--- src/rtl/rom_seq_pkg.sv ---
// Shared types and helpers for the rom_seq ROM read sequencer.
package rom_seq_pkg;

  typedef enum logic [0:0] {
    StIdle   = 1'b0,
    StAccess = 1'b1
  } state_e;

  // $clog2 that never returns 0, so a degenerate counter/index still has a 1-bit register.
  function automatic int unsigned clog2_min1(input int unsigned n);
    return (n > 1) ? $clog2(n) : 1;
  endfunction

endpackage

--- src/rtl/rom_seq_timer.sv ---
// Loadable down-counter pacing each ROM byte access; zero_o marks the sampling edge.
module rom_seq_timer
  import rom_seq_pkg::*;
#(
  parameter int unsigned WAIT_CYCLES = 4
) (
  input  logic clk_i,
  input  logic rst_ni,
  input  logic load_i,
  input  logic en_i,
  output logic zero_o
);

  localparam int unsigned CntW = clog2_min1(WAIT_CYCLES);
  localparam logic [CntW-1:0] LoadVal = CntW'(WAIT_CYCLES - 1);

  logic [CntW-1:0] cnt_q;

  always_ff @(posedge clk_i or negedge rst_ni) begin
    if (!rst_ni) begin
      cnt_q <= '0;
    end else if (load_i) begin
      cnt_q <= LoadVal;
    end else if (en_i && (cnt_q != '0)) begin
      cnt_q <= cnt_q - 1'b1;
    end
  end

  assign zero_o = (cnt_q == '0);

endmodule

--- src/rtl/rom_seq.sv ---
// Word-read sequencer for an async parallel ROM: WORD_BYTES byte reads assembled little-endian.
// Define ROM_SEQ_CACHE_EN to add a one-entry word cache that skips repeat fetches.
module rom_seq
  import rom_seq_pkg::*;
#(
  parameter int unsigned ADDR_BITS   = 13,
  parameter int unsigned DATA_BITS   = 8,
  parameter int unsigned WORD_BYTES  = 2,
  parameter int unsigned WAIT_CYCLES = 4
) (
  input  logic                                     clk_i,
  input  logic                                     nreset_i,
  input  logic                                     req_i,
  input  logic [ADDR_BITS-$clog2(WORD_BYTES)-1:0]  addr_i,
  output logic                                     rdy_o,
  output logic                                     valid_o,
  output logic [DATA_BITS*WORD_BYTES-1:0]          rdata_o,
  output logic [ADDR_BITS-1:0]                     rom_a_o,
  input  logic [DATA_BITS-1:0]                     rom_d_i,
  output logic                                     rom_nce_o,
  output logic                                     rom_noe_o
);

  localparam int unsigned LaneBits  = $clog2(WORD_BYTES);
  localparam int unsigned IdxW      = clog2_min1(WORD_BYTES);
  localparam int unsigned WordAddrW = ADDR_BITS - LaneBits;
  localparam int unsigned WordW     = DATA_BITS * WORD_BYTES;
  localparam logic [IdxW-1:0] LastIdx = IdxW'(WORD_BYTES - 1);

  state_e                 state_q;
  logic [WordAddrW-1:0]   waddr_q;
  logic [IdxW-1:0]        idx_q;
  logic [IdxW-1:0]        idx_nxt;
  logic [WordW-1:0]       lanes_q;
  logic [WordW-1:0]       asm_word;
  logic [WordW-1:0]       rdata_q;
  logic [ADDR_BITS-1:0]   rom_a_q;
  logic                   nce_q, noe_q, rdy_q, valid_q;
  logic                   cnt_zero, last_lane, accept, hit, fetch_done, timer_load;

  function automatic logic [ADDR_BITS-1:0] byte_addr(input logic [WordAddrW-1:0] w,
                                                      input logic [IdxW-1:0]      i);
    return (ADDR_BITS'(w) << LaneBits) | ADDR_BITS'(i);
  endfunction

  always_comb begin
    asm_word = lanes_q;
    for (int unsigned k = 0; k < WORD_BYTES; k++) begin
      if (idx_q == IdxW'(k)) asm_word[k*DATA_BITS +: DATA_BITS] = rom_d_i;
    end
  end

  assign idx_nxt    = idx_q + 1'b1;
  assign last_lane  = (idx_q == LastIdx);
  assign accept     = (state_q == StIdle) && req_i;
  assign fetch_done = (state_q == StAccess) && cnt_zero && last_lane;
  assign timer_load = (accept && !hit) || ((state_q == StAccess) && cnt_zero && !last_lane);

`ifdef ROM_SEQ_CACHE_EN
  logic [WordAddrW-1:0] tag_q;
  logic                 tag_ok_q;

  assign hit = tag_ok_q && (addr_i == tag_q);

  always_ff @(posedge clk_i or negedge nreset_i) begin
    if (!nreset_i) begin
      tag_q    <= '0;
      tag_ok_q <= 1'b0;
    end else if (fetch_done) begin
      tag_q    <= waddr_q;
      tag_ok_q <= 1'b1;
    end
  end
`else
  assign hit = 1'b0;
`endif

  rom_seq_timer #(
    .WAIT_CYCLES(WAIT_CYCLES)
  ) u_timer (
    .clk_i (clk_i),
    .rst_ni(nreset_i),
    .load_i(timer_load),
    .en_i  (state_q == StAccess),
    .zero_o(cnt_zero)
  );

  always_ff @(posedge clk_i or negedge nreset_i) begin
    if (!nreset_i) begin
      state_q <= StIdle;
      waddr_q <= '0;
      idx_q   <= '0;
      lanes_q <= '0;
      rdata_q <= '0;
      rom_a_q <= '0;
      nce_q   <= 1'b1;
      noe_q   <= 1'b1;
      rdy_q   <= 1'b1;
      valid_q <= 1'b0;
    end else begin
      valid_q <= 1'b0;
      case (state_q)
        StIdle: begin
          if (accept) begin
            if (hit) begin
              // Cached word is already in rdata; just acknowledge.
              valid_q <= 1'b1;
            end else begin
              waddr_q <= addr_i;
              idx_q   <= '0;
              rom_a_q <= byte_addr(addr_i, '0);
              nce_q   <= 1'b0;
              noe_q   <= 1'b0;
              rdy_q   <= 1'b0;
              state_q <= StAccess;
            end
          end
        end
        StAccess: begin
          if (cnt_zero) begin
            lanes_q <= asm_word;
            if (last_lane) begin
              rdata_q <= asm_word;
              valid_q <= 1'b1;
              rdy_q   <= 1'b1;
              nce_q   <= 1'b1;
              noe_q   <= 1'b1;
              state_q <= StIdle;
            end else begin
              idx_q   <= idx_nxt;
              rom_a_q <= byte_addr(waddr_q, idx_nxt);
            end
          end
        end
        default: state_q <= StIdle;
      endcase
    end
  end

  assign rdy_o     = rdy_q;
  assign valid_o   = valid_q;
  assign rdata_o   = rdata_q;
  assign rom_a_o   = rom_a_q;
  assign rom_nce_o = nce_q;
  assign rom_noe_o = noe_q;

endmodule

--- config.mk ---
export PLATFORM = sky130hd
export DESIGN_NAME = rom_seq
export DESIGN_NICKNAME = d
export VERILOG_FILES = /design/src/rtl/rom_seq_pkg.sv /design/src/rtl/rom_seq_timer.sv /design/src/rtl/rom_seq.sv
export SDC_FILE = /design/constraint.sdc
export NUM_CORES = 1
export LEC_CHECK = 0
export ABC_AREA = 1
export CAP_MARGIN = 20
export CORE_MARGIN = 5
export CORE_UTILIZATION = 40
export DETAILED_ROUTE_END_ITERATION = 8
export PLACE_DENSITY_LB_ADDON = 0.08
export RECOVER_POWER = 25
export SYNTH_ARGS = -nofsm -noshare
export SYNTH_HDL_FRONTEND = slang
export SYNTH_HIERARCHICAL = 1
export SYNTH_SLANG_ARGS = --single-unit
--- constraint.sdc ---
create_clock -name clk_i -period 2.3 [get_ports clk_i]
set_input_delay 0.46 -clock clk_i [delete_from_list [all_inputs] [get_ports clk_i]]
set_output_delay 0.46 -clock clk_i [all_outputs]
set_load 0.01 [all_outputs]
==> results of run 1 <==
-- area by class of cell --
class / instances / area [um^2] / area share
clock buffers: 12 / 155 / 0.0466
clock inverters: 4 / 72.6 / 0.0218
inverters: 21 / 81.3 / 0.0244
multi-input cells: 202 / 850 / 0.255
flip-flops and latches: 59 / 1480 / 0.444
well taps: 75 / 93.8 / 0.0282
repair buffers: 59 / 599 / 0.180
-- registers in the layout, indices dropped and copies added (netlist names) --
name,count
rdata_o,16
valid_o,1
rdy_o,1
state_q,1
idx_q,1
rom_a_o,13
waddr_q,12
lanes_q,12
u_timer/cnt_q,2
-- worst paths after layout --
| path | slack (ns) | start | cells past startpoint | endpoint |
|---|---|---|---|---|
| min in group clk_i | 0.47 | rdata_o[12]$_DFFE_PN0P_ | 2 | rdata_o[12]$_DFFE_PN0P_ |
| max in group asynchronous | 1.04 | nreset_i | 2 | rdy_o$_DFFE_PN1P_ |
| worst max-delay path | 0.42 | rdy_o$_DFFE_PN1P_ | 1 | rom_noe_o |
| worst min-delay path | 0.39 | nreset_i | 1 | rom_a_o[12]$_DFFE_PN0P_ |
| worst max register to register | 0.64 | state_q$_DFF_PN0_ | 5 | rdata_o[0]$_DFFE_PN0P_ |
| worst min register to register | 0.47 | rdata_o[12]$_DFFE_PN0P_ | 2 | rdata_o[12]$_DFFE_PN0P_ |
-- cells by family (layout without fill, tap and decap cells) --
family,after synthesis,in the layout,synth area share
fa+ha+maj,1,1,0.00498
compound gates,24,24,0.0478
simple gates,177,177,0.285
buf+inv,36,96,0.0737
flops,59,59,0.588
-- through the flow --
stage           util  hold slack, ns  setup slack (ns)
2_1_floorplan      -           0.164             0.956
3_3_place_gp   0.515           0.454             0.431
3_5_place_dp   0.515           0.457             0.392
4_1_cts        0.553           0.114             0.403
5_1_grt        0.553           0.489             0.372
6_report       0.553           0.385             0.425
-- placed cells by master, fill, tap and decap left out --
cell / synthesis / routed
ha_1: 1 / 1
inv_2: 3 / 3
clkbuf_8: 0 / 11
nor2_1: 5 / 5
clkdlybuf4s50_1: 0 / 54
bufinv_16: 0 / 2
clkbuf_1: 4 / 2
dfrtp_1: 58 / 58
o21ai_0: 24 / 24
nand2_1: 150 / 150
nor2_2: 1 / 1
clkinv_2: 0 / 1
nor2_8: 1 / 1
clkinvlp_4: 0 / 1
nand3_2: 1 / 1
dfstp_2: 1 / 1
inv_4: 1 / 1
buf_4: 6 / 2
nand3_1: 16 / 16
inv_1: 17 / 17
buf_12: 0 / 2
nand2_2: 3 / 3
-- worst register-to-register path: stages (launching register included) --
cell and delay [ns]:
dfrtp_1 0.66, nand2_2 0.27, nor2_8 0.32, inv_4 0.15, nand2_1 0.09, nand2_1 0.05
-- layer usage --
metal  routed length [um]  share of wire  up-vias
met5                    0              0        -
met4                  112          0.021        0
met3                  281          0.052       10
met2                 2400           0.44       47
met1                 2620           0.48      915
li1                     -              -     1019
-- power by group through the flow --
stage          sequential [mW]  combinational (mW)  clock (mW)
2_1_floorplan             1.91                1.11           0
3_3_place_gp              1.85                1.90           0
3_5_place_dp              1.86                1.94           0
4_1_cts                   1.85                1.95        1.09
5_1_grt                   1.92                2.18        1.14
6_report                  1.85                1.90        1.07
==> results.sh, run 1 <==
export IMPL_outcome="complete, no violations"
export IMPL_grtUsageMet3=0.0323
export IMPL_fin_cells=432
export IMPL_worst_slew_pin_slew_ns=1.26
export IMPL_syn_area_um2=2510
export IMPL_synth_main_ff_cell="dfrtp_1"
export IMPL_initial_core_util=0.417
export IMPL_crit_required_ns=1.84
export IMPL_dp_cells=416
export IMPL_clk_path_buf_depth=2
export IMPL_power_switching_mw=1.71
export IMPL_wirelength_um=5410
export IMPL_cts_max_level=3
export IMPL_synth_most_common_cell="nand2_1"
export IMPL_power_leakage_nw=1.72
export IMPL_tns_ns=0
export IMPL_synth_area_top_cells="dfrtp_1 (58%), nand2_1 (22%), o21ai_0 (4.8%), nand3_1 (3.2%), inv_1 (2.5%)"
export IMPL_dr_pass1_iters=4
export IMPL_critPathBufInv=1
export IMPL_numCtsBuffers=9
export IMPL_clk_latency_ns=0.33
export IMPL_synth_edf_count=0
export IMPL_grt_max_degree=38
export IMPL_path_class="flip-flop to output pin"
export IMPL_worst_setup_path_start_kind="flip-flop"
export IMPL_cp_end_kind="output pin"
export IMPL_hold_buffers=0
export IMPL_cp_cell_sequence="clkdlybuf4s50_1"
export IMPL_grt_overflow_total=0
export IMPL_gp_congestion=0.731
export IMPL_antenna_left=0
export IMPL_peakVddDrop_v=0.000688
export IMPL_max_stage_delay_ns=0.55
export IMPL_syn_instance_count=297
export IMPL_yosysSeqAreaShare=0.588
export IMPL_placed_cell_area_um2=3100
export IMPL_comb_power_share=0.395
export IMPL_synthArstFlopShare=1.00
export IMPL_skew_ns=0.00761
export IMPL_wl_per_cell_um=12.5
export IMPL_hpwl_um=3710
export IMPL_setup_violations=0
export IMPL_crit_fanout=4
export IMPL_post_cts_buffers=0
export IMPL_fmax_ghz=0.533
export IMPL_hold_viol_final=0
export IMPL_fp_dieH_um=89.3
export IMPL_drv_slew=0
export IMPL_pwr_density_cell_nw_per_um2=1450
export IMPL_switching_share=0.354
export IMPL_syn_nets=321
export IMPL_cap_violations=0
export IMPL_stdcell_area_um2=3330
export IMPL_cts_root_buf="clkbuf_8"
export IMPL_io_buffer_count=55
export IMPL_antenna_cells=0
export IMPL_synth_seq_cells=59
export IMPL_synth_top_area_cell="dfrtp_1"
export IMPL_critical_path_top_delay_family="flip-flops"
export IMPL_seq_power_share=0.383
export IMPL_cts_sinks=59
export IMPL_synth_top_area_share=0.578
export IMPL_worstHoldPathType="input port to asynchronous set/reset pin"
export IMPL_drc=0
export IMPL_synthDistinctLibCells=18
export IMPL_die_x_um=89.3
export IMPL_ys_warn_count=6
export IMPL_p_total_mw=4.82
export IMPL_rsz0062_at_grt="false"
export IMPL_nFillCells=562
export IMPL_area_growth_pct=32.5
export IMPL_globalRouteMet2Util=0.214
export IMPL_cpMaxStageDelayCell="dfstp_2"
export IMPL_via_count=1991
export IMPL_relSlewSlack=0.159
export IMPL_clk_pin_slew_ns=0.07
export IMPL_p_clk_frac=0.222
export IMPL_avgSynthCellArea_um2=8.46
export IMPL_dieArea_um2=7970
export IMPL_intPower_mw=3.12
export IMPL_grt_util_all_layers=0.150
export IMPL_dr_first_iter_drc_count=69
export IMPL_arrival_ns=1.42
export IMPL_viasPerCell=4.61
export IMPL_grt_first_pass_wirelength_um=9030
export IMPL_nNetsFinal=376
export IMPL_io_pins=56
export IMPL_cts_resized=0
export IMPL_first_global_vias=1884
export IMPL_cts_tree="done"
export IMPL_design_core_area_um2=6030
export IMPL_ys_top_cells_by_count="nand2_1 (150), dfrtp_1 (58), o21ai_0 (24)"
export IMPL_period_needed_ns=1.88
export IMPL_drive_gt1_frac=0.0840
export IMPL_min_period_over_period=0.815
export IMPL_antenna_found_initial=0
export IMPL_use_met1=0.215
export IMPL_row_count=28
export IMPL_grt_busiest_layer="met1"
Power figures use the tool's default switching activity.
==> run 2, diff against run 1 <==
Clock period 2.3 ns to 1.9 ns, I/O delays scaled along.
==> run 2 against run 1 <==
Core utilization fell by 0.91 points. Flip-flop and latch count did not move. Setup slack got worse by 0.33 ns. Register-to-register slack got worse by 0.30 ns. Via count fell by 0.95%. Largest power group unchanged. Wire length fell by 1.7%. Power rose by 16%. Highest routed layer unchanged. Count of clock-buffer cells in the layout rose by 1. Die area did not move. Cell area fell by 1.7%. Critical path type unchanged. First-iteration DRC count rose by 41%. Non-clock buffer count rose by 1.
==> results.sh, run 2 (same netlist as run 1, synthesis figures left out) <==
export IMPL_finalCoreUtilization=0.543
export IMPL_min_period_over_period=0.948
export IMPL_dieArea_um2=7970
export IMPL_cap_violations=0
export IMPL_rsz0062_at_grt="false"
export IMPL_seq_power_share=0.393
export IMPL_antenna_cells=0
export IMPL_numCtsBuffers=9
export IMPL_r2r_slack_ns=0.34
export IMPL_drv_slew=0
export IMPL_cts_sinks=59
export IMPL_clk_pin_slew_ns=0.06
export IMPL_largest_reg_flops=16
export IMPL_cts_tree="done"
export IMPL_peakVddDrop_v=0.000791
export IMPL_worstHoldPathType="input port to asynchronous set/reset pin"
export IMPL_critical_path_top_delay_family="flip-flops"
export IMPL_stdcell_area_um2=3270
export IMPL_comb_power_share=0.422
export IMPL_worst_setup_path_start_kind="flip-flop"
export IMPL_cp_end_kind="output pin"
export IMPL_wirelength_um=5320
export IMPL_fmax_ghz=0.555
export IMPL_outcome="complete, no violations"
export IMPL_power_switching_mw=2.05
export IMPL_crit_fanout=4
export IMPL_placed_cell_area_um2=3110
export IMPL_hold_buffers=0
export IMPL_grt_overflow_total=0
export IMPL_final_common_cell="nand2_1"
export IMPL_io_buffer_count=55
export IMPL_arrival_ns=1.42
export IMPL_first_global_vias=1926
export IMPL_hold_viol_final=0
export IMPL_cts_root_buf="clkbuf_8"
export IMPL_p_clk_frac=0.185
export IMPL_power_leakage_nw=1.71
export IMPL_intPower_mw=3.55
export IMPL_grt_util_all_layers=0.149
export IMPL_design_core_area_um2=6030
export IMPL_antenna_left=0
export IMPL_wl_per_cell_um=12.3
export IMPL_switching_share=0.366
export IMPL_grt_max_degree=60
export IMPL_post_cts_buffers=0
export IMPL_setup_violations=0
export IMPL_relSlewSlack=0.0503
export IMPL_clk_path_buf_depth=2
export IMPL_io_pins=56
export IMPL_critPathBufInv=1
export IMPL_gp_congestion=0.760
export IMPL_pwr_density_cell_nw_per_um2=1710
export IMPL_dr_pass1_iters=4
export IMPL_drc=0
export IMPL_worst_slew_pin_slew_ns=1.42
export IMPL_cp_cell_sequence="clkdlybuf4s50_1"
export IMPL_max_stage_delay_ns=0.56
export IMPL_via_count=1972
export IMPL_drive_gt1_frac=0.0868
export IMPL_nFillCells=577
export IMPL_nNetsFinal=377
export IMPL_cts_resized=0
export IMPL_period_needed_ns=1.80
export IMPL_antenna_found_initial=0
export IMPL_most_common_layout_cells="nand2_1 (150), dfrtp_1 (58), clkdlybuf4s50_1 (54)"
export IMPL_die_x_um=89.3
export IMPL_cpMaxStageDelayCell="dfstp_2"
export IMPL_skew_ns=0.00475
export IMPL_crit_required_ns=1.52
export IMPL_path_class="flip-flop to output pin"
export IMPL_hpwl_um=3620
export IMPL_grt_first_pass_wirelength_um=8910
export IMPL_initial_core_util=0.417
export IMPL_area_growth_pct=30.3
export IMPL_fp_dieH_um=89.3
export IMPL_cts_max_level=3
export IMPL_tns_ns=0
export IMPL_viasPerCell=4.56
export IMPL_row_count=28
export IMPL_dr_first_iter_drc_count=97
export IMPL_clk_latency_ns=0.33
==> run 2: area by class of cell <==
type | instances | area [um^2] | share of cell area
repair buffers | 60 | 593 | 0.181
flip-flops and latches | 59 | 1480 | 0.451
well taps | 75 | 93.8 | 0.0287
clock buffers | 13 | 169 | 0.0516
multi-input cells | 202 | 850 | 0.259
clock inverters | 2 | 10.0 | 0.00306
inverters | 21 | 81.3 | 0.0248
==> run 2: worst paths after layout <==
| kind | to | start | depth (start not counted) |
|---|---|---|---|
| hold / removal | valid_o$_DFF_PN0_ | nreset_i | 2 |
| setup reg to reg | u_timer/cnt_q[1]$_DFFE_PN0P_ | u_timer/cnt_q[0]$_DFFE_PN0P_ | 6 |
| max in group asynchronous | u_timer/cnt_q[0]$_DFFE_PN0P_ | nreset_i | 2 |
| setup / recovery | rdy_o | rdy_o$_DFFE_PN1P_ | 1 |
| min in group clk_i | rdata_o[4]$_DFFE_PN0P_ | rdata_o[4]$_DFFE_PN0P_ | 2 |
| hold reg to reg | rdata_o[4]$_DFFE_PN0P_ | rdata_o[4]$_DFFE_PN0P_ | 2 |
==> run 2: metrics by stage <==
step                setup slack, ns  hold WS (ns)  total power, mW  instances
floorplan                     0.556        0.0844             3.65        297
global placement              0.364         0.413             4.57        417
detailed placement            0.331         0.416             4.62        417
CTS                          0.0795        0.0588             5.68        432
global route                 0.0335         0.485             6.10        432
finish                       0.0993         0.453             5.59        432
==> run 2: power groups by stage <==
stage | combinational [mW] | clock, mW | sequential [mW]
after floorplan | 1.35 | 0 | 2.31
after global placement | 2.36 | 0 | 2.21
after detailed placement | 2.40 | 0 | 2.22
after CTS | 2.42 | 1.06 | 2.20
after global routing | 2.70 | 1.12 | 2.28
final | 2.36 | 1.03 | 2.20
==> run 2: metal layers <==
layer | track usage | up-vias | wire, um
met3 | 0.0581 | 5 | 295
met4 | 0.0501 | 0 | 56
met5 | 0 | - | 0
met2 | 0.218 | 46 | 2340
met1 | 0.202 | 903 | 2630
li1 | - | 1018 | -
==> run 3, diff against run 2 <==
Settings changed: CORE_UTILIZATION 40 to 25.
==> run 3 against run 2 <==
Non-clock buffer count grew 1. Cell area grew 3.5%. Critical path type unchanged. Final cell count grew 14%. Largest power group unchanged. Power grew 3.7%.
==> results.sh, run 3 (same netlist as run 1, synthesis figures left out) <==
export IMPL_outcome="complete, no violations"
export IMPL_initial_core_util=0.257
export IMPL_antenna_found_initial=0
export IMPL_skew_ns=0.00731
export IMPL_nFillCells=1063
export IMPL_power_leakage_nw=1.72
export IMPL_grt_max_degree=60
export IMPL_worst_slew_pin_slew_ns=1.47
export IMPL_period_needed_ns=1.79
export IMPL_drc=0
export IMPL_numCtsBuffers=9
export IMPL_grt_util_all_layers=0.108
export IMPL_drive_gt1_frac=0.0894
export IMPL_cpMaxStageDelayCell="dfstp_2"
export IMPL_grt_overflow_total=0
export IMPL_first_global_vias=1960
export IMPL_cts_resized=0
export IMPL_io_buffer_count=55
export IMPL_dr_first_iter_drc_count=99
export IMPL_row_count=36
export IMPL_final_common_cell="nand2_1"
export IMPL_path_class="flip-flop to output pin"
export IMPL_cp_end_kind="output pin"
export IMPL_hpwl_um=3990
export IMPL_stdcell_area_um2=3390
export IMPL_cts_root_buf="clkbuf_8"
export IMPL_crit_required_ns=1.52
export IMPL_worst_r2r_path_depth=7
export IMPL_cts_sinks=59
export IMPL_min_path_cells=2
export IMPL_dieArea_um2=12200
export IMPL_worst_setup_path_start_kind="flip-flop"
export IMPL_relSlewSlack=0.0201
export IMPL_most_common_layout_cells="nand2_1 (150), dfrtp_1 (58), clkdlybuf4s50_1 (54)"
export IMPL_hold_buffers=0
export IMPL_post_cts_buffers=0
export IMPL_clk_path_buf_depth=2
export IMPL_dr_pass1_iters=6
export IMPL_io_pins=56
export IMPL_finalCoreUtilization=0.347
export IMPL_setup_violations=0
export IMPL_fp_dieH_um=110
export IMPL_peakVddDrop_v=0.000505
export IMPL_nNetsFinal=378
export IMPL_max_stage_delay_ns=0.55
export IMPL_placed_cell_area_um2=3190
export IMPL_crit_fanout=4
export IMPL_fmax_ghz=0.559
export IMPL_clk_latency_ns=0.33
export IMPL_critical_path_top_delay_family="flip-flops"
export IMPL_area_growth_pct=34.9
export IMPL_pwr_density_cell_nw_per_um2=1710
export IMPL_cap_violations=0
export IMPL_grt_first_pass_wirelength_um=9890
export IMPL_die_x_um=110
export IMPL_largest_reg_flops=16
export IMPL_gp_congestion=0.673
export IMPL_via_count=1981
export IMPL_arrival_ns=1.41
export IMPL_wirelength_um=6040
export IMPL_cts_max_level=3
export IMPL_antenna_cells=0
export IMPL_worstSetupPathDepth=1
export IMPL_cts_tree="done"
export IMPL_antenna_left=0
export IMPL_cp_cell_sequence="clkdlybuf4s50_1"
export IMPL_critPathBufInv=1
export IMPL_min_period_over_period=0.942
export IMPL_rsz0062_at_grt="false"
export IMPL_wl_per_cell_um=12.3
export IMPL_design_core_area_um2=9770
export IMPL_viasPerCell=4.03
export IMPL_hold_viol_final=0
export IMPL_tns_ns=0
export IMPL_clk_pin_slew_ns=0.06
export IMPL_drv_slew=0
export IMPL_worstHoldPathType="flip-flop to flip-flop"
-- run 3: cell count changes in the layout (fill, tap and decap cells not counted) --
cell       before  now
buf_4           3    4
bufinv_16       0    1
clkbuf_8       12   13
clkinv_2        2    0
-- run 3: worst paths after layout --
kind	startpoint	end	slack, ns
setup reg to reg	u_timer/cnt_q[0]$_DFFE_PN0P_	rdata_o[14]$_DFFE_PN0P_	0.36
min in group asynchronous	nreset_i	waddr_q[2]$_DFFE_PN0P_	0.49
setup / recovery	rdy_o$_DFFE_PN1P_	rdy_o	0.11
max in group asynchronous	nreset_i	rom_a_o[9]$_DFFE_PN0P_	0.52
hold / removal	rdata_o[5]$_DFFE_PN0P_	rdata_o[5]$_DFFE_PN0P_	0.47
hold reg to reg	rdata_o[5]$_DFFE_PN0P_	rdata_o[5]$_DFFE_PN0P_	0.47
-- run 3: routing by layer --
metal,vias to the layer above,global-route usage,wire length [um],share of wire
met3,10,0.0280,295,0.049
met4,0,0.0580,114,0.019
met5,-,0,0,0
li1,1022,-,-,-
met1,902,0.149,3010,0.50
met2,47,0.155,2620,0.43
-- run 3: power by group --
part | internal [mW] | switching [mW] | leakage (nW) | total, mW
combinational | 1.11 | 1.27 | 0.888 | 2.38
sequential | 1.87 | 0.335 | 0.727 | 2.20
clock | 0.743 | 0.467 | 0.109 | 1.21
total | 3.73 | 2.07 | 1.72 | 5.80
-- run 3: final cells by class --
| type | instances | area (um^2) | area share |
|---|---|---|---|
| sequential | 59 | 1480 | 0.436 |
| multi-input combinational | 202 | 850 | 0.251 |
| timing repair buffer | 61 | 601 | 0.177 |
| clock buffer | 14 | 183 | 0.0539 |
| tap | 133 | 166 | 0.0491 |
| inverter | 21 | 81.3 | 0.0240 |
| clock inverter | 1 | 30.0 | 0.00886 |
-- run 3: through the flow --
step	cells	setup WS, ns	total power, mW	hold WS (ns)
6_report	491	0.111	5.80	0.470
3_5_place_dp	476	0.343	4.67	0.424
3_3_place_gp	476	0.349	4.65	0.417
5_1_grt	491	0.0446	6.32	0.496
4_1_cts	491	0.0816	5.94	0.0600
2_1_floorplan	297	0.556	3.65	0.0844
